### src/rtl/fw_config_tx.sv
// fw_config_tx: configuration bus initiator.
// Commands (target ID + payload length) are checked, held until their payload
// bytes are queued and tracing is paused, then sent as one contiguous frame:
// a header cycle, the payload cycles, and one idle gap cycle.
// Bus outputs are registered and lag the state register by one cycle.

module fw_config_tx #(
   parameter int         MAX_PAYLOAD = 16,
   parameter int         FIFO_DEPTH  = 16,
   parameter logic [7:0] IDLE_ID     = 8'hFF
) (
   input  logic       clk,
   input  logic       reset,
   input  logic       tracing,
   input  logic       cmd_valid,
   output logic       cmd_ready,
   input  logic [7:0] cmd_target,
   input  logic [7:0] cmd_len,
   input  logic       data_valid,
   output logic       data_ready,
   input  logic [7:0] data_in,
   output logic [7:0] configId,
   output logic [7:0] configData,
   output logic       busy,
   output logic       done,
   output logic       err
);

   localparam int              AW         = $clog2(FIFO_DEPTH);
   localparam int              CW         = AW + 1;
   localparam logic [CW-1:0]   FULL_COUNT = CW'(FIFO_DEPTH);
   localparam logic [7:0]      MAX_LEN    = 8'(MAX_PAYLOAD);

   typedef enum logic [2:0] {
      S_IDLE    = 3'd0,
      S_CHECK   = 3'd1,
      S_WAIT    = 3'd2,
      S_HEADER  = 3'd3,
      S_PAYLOAD = 3'd4,
      S_GAP     = 3'd5
   } state_t;

   state_t          state_r;
   logic [7:0]      tgt_r;
   logic [7:0]      len_r;
   logic [7:0]      rem_r;
   logic            cmd_ready_r;
   logic [7:0]      cfg_id_r;
   logic [7:0]      cfg_data_r;
   logic            done_r;
   logic            err_r;
   logic            rej_r;

   logic [7:0]      mem_r [FIFO_DEPTH];
   logic [AW-1:0]   wr_ptr_r;
   logic [AW-1:0]   rd_ptr_r;
   logic [CW-1:0]   count_r;

   logic            push_s;
   logic            pop_s;
   logic            accept_s;
   logic            bad_cmd_s;
   logic            data_short_s;

   // Handshake and frame-start decode from the registered state
   always_comb begin
      push_s       = data_valid && (count_r != FULL_COUNT);
      pop_s        = (state_r == S_PAYLOAD);
      accept_s     = cmd_valid && cmd_ready_r;
      bad_cmd_s    = (len_r > MAX_LEN) || (tgt_r == IDLE_ID);
      data_short_s = (16'(count_r) < 16'(len_r));
   end

   // Payload byte storage; no reset needed since count gates every read
   always_ff @(posedge clk) begin
      if (push_s) begin
         mem_r[wr_ptr_r] <= data_in;
      end
   end

   // Byte FIFO pointers and occupancy; pointers wrap naturally at FIFO_DEPTH
   always_ff @(posedge clk or posedge reset) begin
      if (reset) begin
         wr_ptr_r <= '0;
         rd_ptr_r <= '0;
         count_r  <= '0;
      end else begin
         if (push_s) begin
            wr_ptr_r <= wr_ptr_r + AW'(1'b1);
         end
         if (pop_s) begin
            rd_ptr_r <= rd_ptr_r + AW'(1'b1);
         end
         case ({push_s, pop_s})
            2'b10:   count_r <= count_r + CW'(1'b1);
            2'b01:   count_r <= count_r - CW'(1'b1);
            default: count_r <= count_r;
         endcase
      end
   end

   // Frame sequencer with registered bus, handshake and pulse outputs
   always_ff @(posedge clk or posedge reset) begin
      if (reset) begin
         state_r     <= S_IDLE;
         tgt_r       <= 8'h00;
         len_r       <= 8'h00;
         rem_r       <= 8'h00;
         cmd_ready_r <= 1'b1;
         cfg_id_r    <= IDLE_ID;
         cfg_data_r  <= 8'h00;
         done_r      <= 1'b0;
         err_r       <= 1'b0;
         rej_r       <= 1'b0;
      end else begin
         cfg_id_r    <= IDLE_ID;
         cfg_data_r  <= 8'h00;
         done_r      <= 1'b0;
         cmd_ready_r <= 1'b0;
         rej_r       <= 1'b0;
         // err trails the rejecting CHECK edge by one cycle, like the bus
         err_r       <= rej_r;
         case (state_r)
            S_IDLE: begin
               if (accept_s) begin
                  tgt_r   <= cmd_target;
                  len_r   <= cmd_len;
                  state_r <= S_CHECK;
               end else begin
                  cmd_ready_r <= 1'b1;
               end
            end
            S_CHECK: begin
               if (bad_cmd_s) begin
                  rej_r   <= 1'b1;
                  state_r <= S_IDLE;
               end else begin
                  state_r <= S_WAIT;
               end
            end
            S_WAIT: begin
               // tracing is only sampled here; a started frame is never aborted
               if (!data_short_s && !tracing) begin
                  state_r <= S_HEADER;
               end else begin
                  state_r <= S_WAIT;
               end
            end
            S_HEADER: begin
               cfg_id_r   <= tgt_r;
               cfg_data_r <= len_r;
               rem_r      <= len_r;
               if (len_r != 8'd0) begin
                  state_r <= S_PAYLOAD;
               end else begin
                  state_r <= S_GAP;
               end
            end
            S_PAYLOAD: begin
               cfg_id_r   <= tgt_r;
               cfg_data_r <= mem_r[rd_ptr_r];
               rem_r      <= rem_r - 8'd1;
               if (rem_r == 8'd1) begin
                  state_r <= S_GAP;
               end else begin
                  state_r <= S_PAYLOAD;
               end
            end
            S_GAP: begin
               done_r  <= 1'b1;
               state_r <= S_IDLE;
            end
            default: begin
               state_r <= S_IDLE;
            end
         endcase
      end
   end

   assign cmd_ready  = cmd_ready_r;
   assign data_ready = (count_r != FULL_COUNT);
   assign configId   = cfg_id_r;
   assign configData = cfg_data_r;
   assign busy       = (state_r != S_IDLE);
   assign done       = done_r;
   assign err        = err_r;

endmodule

### config.mk
export PLATFORM = sky130hd
export DESIGN_NAME = fw_config_tx
export DESIGN_NICKNAME = d
export VERILOG_FILES = /design/src/rtl/fw_config_tx.sv
export SDC_FILE = /design/constraint.sdc
export NUM_CORES = 1
export LEC_CHECK = 0
export ABC_AREA = 1
export ABC_CLOCK_PERIOD_IN_PS = 3000
export CAP_MARGIN = 20
export CELL_PAD_IN_SITES_DETAIL_PLACEMENT = 1
export CELL_PAD_IN_SITES_GLOBAL_PLACEMENT = 1
export CORE_MARGIN = 2
export CORE_UTILIZATION = 47
export DETAILED_ROUTE_END_ITERATION = 12
export HOLD_SLACK_MARGIN = 0.15
export PLACE_DENSITY = 0.81
export SYNTH_ARGS = -nofsm -noshare
export SYNTH_HDL_FRONTEND = slang
export SYNTH_SLANG_ARGS = --single-unit
### constraint.sdc
create_clock -name clk -period 3 [get_ports clk]
set_clock_uncertainty 0.15 [all_clocks]
set_input_delay 0.6 -clock clk [delete_from_list [all_inputs] [get_ports clk]]
set_output_delay 0.6 -clock clk [all_outputs]
set_load 0.005 [all_outputs]
After elaboration in Yosys (flattened, before gate mapping)
Memory sizes are Yosys's and may differ from the RTL's.
Cells that the tools add are included.
{ "classes": {"n_eq_ne": 11, "n_lt_le_gt_ge": 2, "div": 0, "n_shift": 0, "mux": 17, "n_mul": 0, "bitwise": 0, "n_reduce_logical": 13, "addsub": 5} }
{ "ops": {"columns": ["operator", "count"], "rows": [
  ["$pmux 8 s2", 2],
  ["$pmux 3 s5", 1],
  ["$mux 1", 10],
  ["$pmux 5 s2", 1],
  ["$add 4x1->4 const B", 2],
  ["$eq 8x1->1 const B", 1],
  ["$eq 8x8->1 const B", 1],
  ["$gt 8x5->1 const B", 1],
  ["$lt 5x8->1", 1],
  ["$mux 8", 1],
  ["$reduce_bool 8->1", 1],
  ["$sub 8x1->8 const B", 1],
  ["$eq 3x2->1 const B", 2],
  ["$eq 3x3->1 const B", 2],
  ["$add 5x1->5 const B", 1],
  ["$ne 5x5->1 const B", 1],
  ["$sub 5x1->5 const B", 1],
  ["$reduce_bool 2->1", 2],
  ["$eq 3x1->1 const B", 1],
  ["$logic_and 1x1->1", 3],
  ["$logic_not 3->1", 1],
  ["$mux 3", 1],
  ["$reduce_bool 3->1", 1],
  ["$eq 2x1->1 const B", 1],
  ["other kinds (7)", 8]
]} }
{ "totals": {"output_inout_bits": 21, "ff_bits": 60, "in_bits": 29, "memories": 1, "mem_bits_rw": 128, "romBits": 0, "latch_bits": 0} }
{ "memory_table": {"columns": ["memory", "depth", "width", "read_ports", "rd_ports_with_merged_regs", "wr", "line", "text"], "rows": [
  ["mem_r", 16, 8, 1, 0, 1, "54", "logic [7:0] mem_r [FIFO_DEPTH];"]
]} }

Depth between registers and ports, before layout
Gate-level depths: netlist (run 1).
{ "logic_depth": {"depth_word": 5, "ltp_mapped": 13, "depth_no_buf": 12} }

Worst setup path after synthesis (run 1)
Ideal clock, no wire load.
{ "synth_timing": {"path_type": "reg2reg", "from": "register state_r[1]", "to": "register count_r[4]", "arrival_ns": 2.135, "path_buffers": 1, "required_time_ns": 2.770, "stages_incl_launch_ff": 14, "setup_slack_ns": 0.635, "path_cell_list": "dfrtp_1 -> inv_2 -> nand2_2 -> nor2_2 -> buf_2 -> ha_1 -> inv_1 -> fa_1 -> inv_1 -> nand3_1 -> nand2_1 -> a21oi_1 -> o21ai_0 -> xnor2_1"} }
{ "synth_via": {"elab_chain_cells": 3, "elab_cells_between_ends": 5, "classes_between": "eq/ne: 3; mux: 1; reduce/logical: 1"} }
{ "synth_rtl": {"columns": ["element", "line", "text"], "rows": [
  ["from (decl)", "43", "state_t state_r;"],
  ["from (signal assigned)", "105", "state_r <= S_IDLE;"],
  ["from (signal assigned)", "128", "state_r <= S_CHECK;"],
  ["from (signal assigned)", "136", "state_r <= S_IDLE;"],
  ["$eq 3x3->1 *", "68", "pop_s = (state_r == S_PAYLOAD);"],
  ["$eq 2x1->1 / $eq 2x2->1 (equally long branches)", "94", "case ({push_s, pop_s})"],
  ["$pmux 5 s2 / $reduce_bool 2->1 (equally long branches)", null, null],
  ["to (signal assigned)", "95", "2'b10: count_r <= count_r + CW'(1'b1);"],
  ["to (signal assigned)", "96", "2'b01: count_r <= count_r - CW'(1'b1);"],
  ["to (signal assigned)", "97", "default: count_r <= count_r;"],
  ["to (decl)", "57", "logic [CW-1:0] count_r;"]
]} }
Mark *: on every way between the ends. The rest lies on a longest branch, timed or not.
A chain may end at the register's enable or synchronous reset.

Final worst setup path (run 1)
{ "layout_timing": {"from": "register state_r[1]", "to": "output busy"} }
{ "layout_via": {"elab_chain_cells": 1} }
{ "layout_rtl": {"columns": ["element", "line", "text"], "rows": [
  ["$reduce_bool 3->1", "184", "assign busy = (state_r != S_IDLE);"],
  ["to (decl)", "24", "output logic busy,"]
]} }
Every way passes these cells.

==> impl_results.md, run 1 <==
- Die area: 0.0182 mm2
- Tcrit/Tclk final: 0.834
- Predominant post-synthesis flop cell: edfxtp_1
- Final Power: between 0.008 and 0.009 W
- Clock sinks: approximately 190
- H-tree Lvls: 4
- Vias in the first global route: 6203
- Synth area leaders: edfxtp_1, dfrtp_1, nand2_1, nor2_1, nand3_1
- Clock Latency Late Sink: 420 ps
- Final nets: slightly below 900
- Combinational share of power: 0.284
- # fillers: 1818
- Largest area contributor in the netlist: edfxtp_1
- Hold buffers post-CTS: 0
- ANT nets after route: 0
- Mapped Nets: a little over 800
- Sw Ratio: 0.338
- Sequential area share after synthesis: 0.663
- Initial DRC count: about 560
- Initial antenna violation count: 0
- CTS Root Cell: clkbuf_16
- #FFs+latches synth: 188
- P_leak: slightly below 4 nW
- Hold Path Class: reg2reg
- Clock transition at path regs: around 60 ps
- Fin. max-slew vios: 0
- GPL Wtd Cong: roughly 0.85
- CP required: between 2000 and 2500 ps
- Post-CTS setup repair buffer count: 0
- Layout area overhead: 16.8%
- Core box area: about 0.017 mm2
- Synth top area share: 0.476
- Mapped cell area: just over 0.008 mm2
- Slew HR: 0.447
- Number of flops mapped to enable cells by yosys: roughly 130
- Reg power frac: 0.439
- Largest net degree at the start of global routing: 76
- TNS Setup: 0 ps
- CP max FO: 5
- GRT Total Usage: 0.247
- IR drop worst, VDD: about 0.54 mV
- Placed cell areas: 0.00884 mm2
- Pwr/cell area: between 800 and 900 mW/mm2
- Clk buf depth: 2
- Wirelength, routed: 21000 um
- Setup violators final: 0
- CTS resizes: 0
- Initial Util: 0.483
- IO Count: 50
- Worst Tran Pin Value: roughly 830 ps
- Peak Freq: approximately 400 MHz
- Switching power: 0.00273 W
- Cell internal pwr: roughly 0.0053 W
- Average wire per standard cell: about 20 um
- Worst Setup End Kind: output port
- Grt ovf: 0
- Status: completed
- CP arrival: between 1500 and 2000 ps
- CP startpoint kind: flip-flop
- Via-per-instance ratio: around 5.4
- Drc violations: 0
- Placement Setup Slack: 369 ps
- Ratio of cells with drive above 1 in the final layout: 0.102
- Post-Syn Instances: around 760
- Final hold vios: 0
- Clock Power Share: 0.278
- Synth warn: 0
- RSZ-0062 raised after global routing: no
- Die Y: 135 um
- Post-route setup slack: between 400 and 500 ps
- CTS Buf Count: 17
- Final instance area: 0.00943 mm2
- Setup CP Type: reg2out
- Pre-Repair DR Iteration Count: 4
- Most common cell in the netlist: nand2_1
- Top cells by count, synth: nand2_1, edfxtp_1, nor2_1
- Post-DP HPWL: about 14000 um
- First-pass GRT wire length: 33600 um
- Max Cap Violations: 0
- # diodes: 0
- Clock period minus worst slack: around 2500 ps
- Asr flop ratio synth: 0.319
- DIE WIDTH: ~140 um
- CTS tree: yes
- Vias: 5751
- Distinct cells, synth: 33
- Mapped Avg Cell Area: between 10 and 15 um2
- Row cnt: 47
- Port bufs: between 40 and 50
[worst max-delay path: stages (launching register included)]
cell and delay (ps):
dfrtp_1 450, inv_2 110, nand2_2 70, nor2_2 150, inv_1 90, clkdlybuf4s50_1 460
[cells by family after synthesis]
family | after synthesis | synth area share
xor+xnor | 10 | 0.0108
compound gates | 71 | 0.0459
flops | 188 | 0.663
simple gates | 384 | 0.195
mux | 7 | 0.0107
fa+ha+maj | 16 | 0.0257
buf+inv | 85 | 0.0480
[power by group through the flow]
stage               Clock (W)  Combinational, W  Sequential [W]
floorplan                   0           0.00157         0.00349
global placement            0           0.00207         0.00354
detailed placement          0           0.00225         0.00357
CTS                   0.00225           0.00230         0.00354
global route          0.00236           0.00259         0.00359
finish                0.00224           0.00229         0.00354
[stage by stage]
step           utilization  instances  hold slack (ps)
2_1_floorplan            -        761              181
3_3_place_gp         0.530       1024              188
3_5_place_dp         0.530       1024              191
4_1_cts              0.565       1056              206
5_1_grt              0.565       1056              214
6_report             0.565       1056              204
[sequential cells by signal, indices dropped and copies added (netlist names)]
name and cells:
count_r 5, cmd_ready 1, err 1, rd_ptr_r 4, configData 8, len_r 8
tgt_r 8, rem_r 8, mem_r 128, rej_r 1, configId 8, done 1
wr_ptr_r 4, state_r 3
[area by class of cell]
cell class / instances / area [um2] / share of cell area
clock buffer: 20 / 437 / 0.0463
clock inverter: 12 / 146 / 0.0155
inverter: 57 / 214 / 0.0227
multi-input combinational: 488 / 2330 / 0.247
sequential: 188 / 5360 / 0.568
tap: 220 / 275 / 0.0292
timing repair buffer: 71 / 668 / 0.0709
[cell usage in the layout (no fill, tap or decap), types with 9 or more instances in the layout]
| cell type | instances |
|---|---|
| dfrtp_1 | 50 |
| nand2_1 | 188 |
| clkdlybuf4s50_1 | 49 |
| inv_1 | 49 |
| ha_1 | 15 |
| o21ai_0 | 30 |
| nand3_1 | 55 |
| a21oi_1 | 19 |
| buf_4 | 21 |
| dfstp_2 | 9 |
| o21ai_1 | 17 |
| clkbuf_16 | 17 |
| nor2_1 | 114 |
| edfxtp_1 | 128 |
[final timing paths]
check	from	to	slack, ps	cells past startpoint
setup reg to reg	state_r[1]	count_r[4]	630	12
max in group asynchronous	reset	cmd_ready	1980	3
min in group asynchronous	reset	wr_ptr_r[3]	390	3
hold reg to reg	rej_r	err	200	0
hold / removal	rej_r	err	200	0
setup / recovery	state_r[1]	busy	500	5
[routing by layer]
layer / GRT usage / wire length (um) / share of wire
met5: 0 / 0 / 0
met4: 0.0822 / 480 / 0.023
met3: 0.0492 / 942 / 0.045
met2: 0.436 / 11000 / 0.53
met1: 0.306 / 8550 / 0.41
(Power assumes the default switching activity.)
==> run 2, diff against run 1 <==
ABC_CLOCK_PERIOD_IN_PS = 2400   (was 3000)
clock period = 2.4 ns   (was 3 ns; I/O delays follow)
==> run 2 against run 1 <==
  * First-iteration DRC count down 12%
  * Clock power up 13%
  * Design area up 0.97%
  * Critical path depth down 2
  * Utilization up 0.55 points
  * Global-route usage up 0.35 points
==> impl_results.md, run 2 (synthesis results as in run 1) <==
- First-pass GRT wire length: around 34000 um
- CTS Buf Count: 17
- Status: completed
- DIE WIDTH: approximately 140 um
- Sw Ratio: 0.349
- Clock period minus worst slack: approximately 2300 ps
- Port bufs: between 40 and 50
- Final Core Density: 0.570
- CP startpoint kind: flip-flop
- Clock Latency Late Sink: between 400 and 500 ps
- Largest net degree at the start of global routing: 50
- Final instance area: 0.00952 mm2
- Row cnt: 47
- Clock sinks: approximately 190
- Placed Instances: 1033
- CP required: between 1500 and 2000 ps
- Core box area: around 0.017 mm2
- ANT nets after route: 0
- Fin. max-slew vios: 0
- Setup CP Type: reg2out
- CP max FO: 4
- Setup violators final: 0
- Switching power: around 0.0035 W
- IR drop worst, VDD: 0.582 mV
- Placement Setup Slack: -311 ps
- Average wire per standard cell: around 20 um
- Commonest non-fill, non-tap cell in the layout: nand2_1
- CTS tree: yes
- Wirelength, routed: approximately 22000 um
- Post-route setup slack: a little under 80 ps
- Initial Util: 0.483
- Clock Power Share: 0.255
- GPL Wtd Cong: 0.837
- Worst Tran Pin Value: 809 ps
- Slowest stage delay, CP: between 400 and 500 ps
- # diodes: 0
- Ratio of cells with drive above 1 in the final layout: 0.128
- Slew HR: 0.459
- GRT Total Usage: 0.251
- Hold Path Class: in2async
- Layout area overhead: 17.9%
- Final nets: just under 900
- Multi-input logic area: 0.00236 mm2
- Clock transition at path regs: roughly 70 ps
- Delay-heaviest family, CP: buffers and inverters
- # fillers: approximately 1800
- Reg area: around 0.0054 mm2
- Peak Freq: about 430 MHz
- IO Count: 50
- Initial antenna violation count: 0
- Clk buf depth: 2
- CTS Root Cell: clkbuf_16
- Combinational share of power: 0.299
- Most frequent cells in the layout: nand2_1, edfxtp_1, nor2_1, nand3_1
- Drc violations: 0
- Max Cap Violations: 0
- Pwr/cell area: roughly 1000 mW/mm2
- Cell breakdown of the critical path: nor2_1 -> nand4_1 -> clkdlybuf4s50_1
- Tcrit/Tclk final: 0.967
- Via-per-instance ratio: around 5.4
- Cell internal pwr: between 0.006 and 0.007 W
- Worst Setup End Kind: output port
- Reg power frac: 0.446
- Slowest-stage cell, CP: clkdlybuf4s50_1
- CP bufs+invs: 1
- Grt ovf: 0
- Final hold vios: 0
- P_leak: 3.92 nW
- Hold slack: 190 ps
- Die area: about 0.018 mm2
- Vias in the first global route: ~6200
- Post-DP HPWL: approximately 14000 um
- H-tree Lvls: 4
- CP arrival: between 1500 and 2000 ps
- Die Y: between 100 and 150 um
- Max FFs per register: roughly 130
- Biggest register: mem_r
- Initial DRC count: 491
- Vias: 5819
- Final cell count without fillers: between 1000 and 1500
- Placed cell areas: ~0.0089 mm2
- Pre-Repair DR Iteration Count: 5
## run 2: repair_timing
| item | in CTS | in global routing |
|---|---|---|
| hold endpoints to repair | 0 | 0 |
| resized for setup | 3 | 8 |
| gates cloned | 0 | 0 |
| buffers inserted | 0 | 5 |
| pin swaps | 0 | 2 |
| hold buffers | 0 | 0 |
| endpoints found under the setup margin | 1 | 2 |
## run 2: final timing paths
| check | from | endpoint | slack, ps | cells past startpoint |
|---|---|---|---|---|
| hold reg to reg | rej_r | err | 200 | 0 |
| max in group asynchronous | reset | cmd_ready | 1320 | 3 |
| setup reg to reg | count_r[2] | count_r[4] | 90 | 12 |
| min in group clk | rej_r | err | 200 | 0 |
| hold / removal | reset | count_r[0] | 190 | 2 |
| setup / recovery | count_r[2] | data_ready | 80 | 3 |
## run 2: metrics by stage
stage,power (W),setup TNS (ps)
2_1_floorplan,0.00632,0
3_3_place_gp,0.00705,-79.7
3_5_place_dp,0.00729,-400
4_1_cts,0.00991,0
5_1_grt,0.0105,-50.9
6_report,0.00994,0
## run 2: power by group through the flow
| stage | logic [W] | clock network (W) | registers (W) |
|---|---|---|---|
| 6_report | 0.00297 | 0.00253 | 0.00443 |
| 3_3_place_gp | 0.00262 | 0 | 0.00443 |
| 3_5_place_dp | 0.00282 | 0 | 0.00448 |
| 2_1_floorplan | 0.00196 | 0 | 0.00436 |
| 4_1_cts | 0.00294 | 0.00255 | 0.00443 |
| 5_1_grt | 0.00334 | 0.00266 | 0.00449 |
## run 2: routing by layer
layer,wire length (um),GRT usage,vias up,share of wire
li1,-,-,2675,-
met1,8870,0.321,2924,0.41
met2,11000,0.421,168,0.51
met3,951,0.0402,52,0.044
met4,712,0.117,0,0.033
met5,0,0,-,0
## run 2: final cells by class
type                    count  share of cell area
clock inverters            13             0.00828
flip-flops and latches    188               0.563
multi-input cells         488               0.248
repair buffers             85              0.0825
clock buffers              19              0.0465
inverters                  57              0.0225
well taps                 220              0.0289
==> edit, RTL diff (flow settings as in run 2) <==
`FIFO_DEPTH`: 16 -> 32.
--- a/src/rtl/fw_config_tx.sv
+++ b/src/rtl/fw_config_tx.sv
@@ -8,3 +8,3 @@
    parameter int         MAX_PAYLOAD = 16,
-   parameter int         FIFO_DEPTH  = 16,
+   parameter int         FIFO_DEPTH  = 32,
    parameter logic [7:0] IDLE_ID     = 8'hFF
Check against the original RTL: no difference found for any inputs over 10 cycles, from zero or initial values and one cycle with reset high; that may be too few to reach the edited logic, so the function may still have changed.
==> edit against run 2 <==
  * Setup slack lost 0.013 ns
  * Die area up 66%
  * Via count rose by 72%
  * Synthesized area grew 69%
  * Sequential cell count rose by 131
  * Power increased by 68%
  * Cell count is 69% higher
  * Clock power up 110%
  * Design area grew 71%
  * Routed wire length is 80% higher
  * Critical path type unchanged
==> edit: results (changes against run 2) <==
Worst-Skew Late Latency 0.53 ns (+0.09 ns); max FFs per register 256 (+100%); number of synthesis warnings 0 (unchanged); register area share after synthesis 68.1% (+1.7 points); path category of the worst min-delay check flop to flop; reg-to-reg startpoint count_r[1]; Setup Fix Bufs, Post-CTS 2 (+2); nets 1442 (+63%); HPWL after detailed placement 24200 um (+72%); R2R setup slack 0.11 ns (+0.02 ns); met1 Usage GRT 31.4% (-0.75 points); reg2reg path depth 13 (+1); Syn Nets 1320 (+64%); total CTS buffers 36 (+19); outcome finished, final reports clean; RR Endpoint count_r[4]; EDFF count, synth 256 (+100%); VDD IR-drop max 0.772 mV (+33%); maximum number of pins on one net before global-route repair 74 (+48%); Async S/R FF share, synth 19.7% (-12 points); H-tree Lvls 2 (-2); Leak Pwr 6.52 nW (+66%); post-CTS sizing 0 (-3); most frequent cells after synthesis nand2_1, edfxtp_1, nor2_1, nand3_1, inv_1; Post-Route WL 38600 um (+80%); GRT Total Usage 25.9% (+0.85 points); gpl congestion 0.853 (+1.9%); WHS 0.204 ns (+0.0134 ns); clock buffer depth 3 (+1); met2 Track Usage GR 45.9% (+3.8 points); 1st-iter DRT viols 783 (+59%); measured slew at the worst slew-check pin 0.716 ns (-0.0930 ns); first-pass GRT wire length 60300 um (+77%); detailed-route via count 10.0k (+72%); Area contributors post-synth edfxtp_1, nand2_1, dfrtp_1; Placed Area 15000 um2 (+68%); number of fill cells in the layout 3010 (+68%)
-- edit: cell families after synthesis --
| kind of cell | synth area share [%] |
|---|---|
| and+or+nand+nor | 21.0 |
| DFF | 68.1 |
| buffers and inverters | 4.43 |
| AOI/OAI and AO/OA | 3.63 |
| adders and majority gates | 1.38 |
| xor gates and xnor gates | 0.836 |
| muxes | 0.661 |
-- edit: worst max path at each step --
stage,startpoint,endpoint,cells past startpoint
after global routing,count_r[1],count_r[4],14
after floorplan,state_r[1],count_r[4],14
after detailed placement,data_valid,count_r[4],13
final,state_r[1],busy,3
after CTS,state_r[2],busy,3
after global placement,data_valid,count_r[4],13
-- edit: critical path, stage by stage (launching register included) --
cell and delay (ns):
dfrtp_2 0.45, nor2_4 0.18, nand2_2 0.10, clkdlybuf4s50_1 0.45
-- edit: area by class of cell --
class / count / share of cell area (%)
flip-flops and latches: 319 / 57.2
multi-input cells: 829 / 23.3
repair buffers: 136 / 7.70
clock buffers: 46 / 6.04
well taps: 384 / 2.96
inverters: 76 / 1.77
clock inverters: 20 / 1.08
-- edit: stage by stage --
step                      setup slack [ns]  utilization [%]  setup TNS [ns]  std cells  power (mW)
after floorplan                     0.0305                -               0       1276        9.63
after global placement              -0.168             52.4          -0.231       1738        10.9
after detailed placement            -0.289             52.4           -1.70       1738        11.2
after CTS                          0.00517             56.5               0       1806        16.7
after global routing               -0.0460             56.7         -0.0724       1810        17.5
final                               0.0658             56.7               0       1810        16.7
-- edit: routing by layer --
layer	vias to the layer above	routed length (um)
met4	0	1390
met3	109	2620
met1	5019	14800
li1	4525	-
met2	379	19800
met5	-	0
-- edit: report_power, final --
part | internal, mW | total (mW) | switching, mW
logic | 1.46 | 4.30 | 2.83
registers | 6.62 | 6.97 | 0.351
clock network | 3.21 | 5.41 | 2.20
total | 11.3 | 16.7 | 5.38
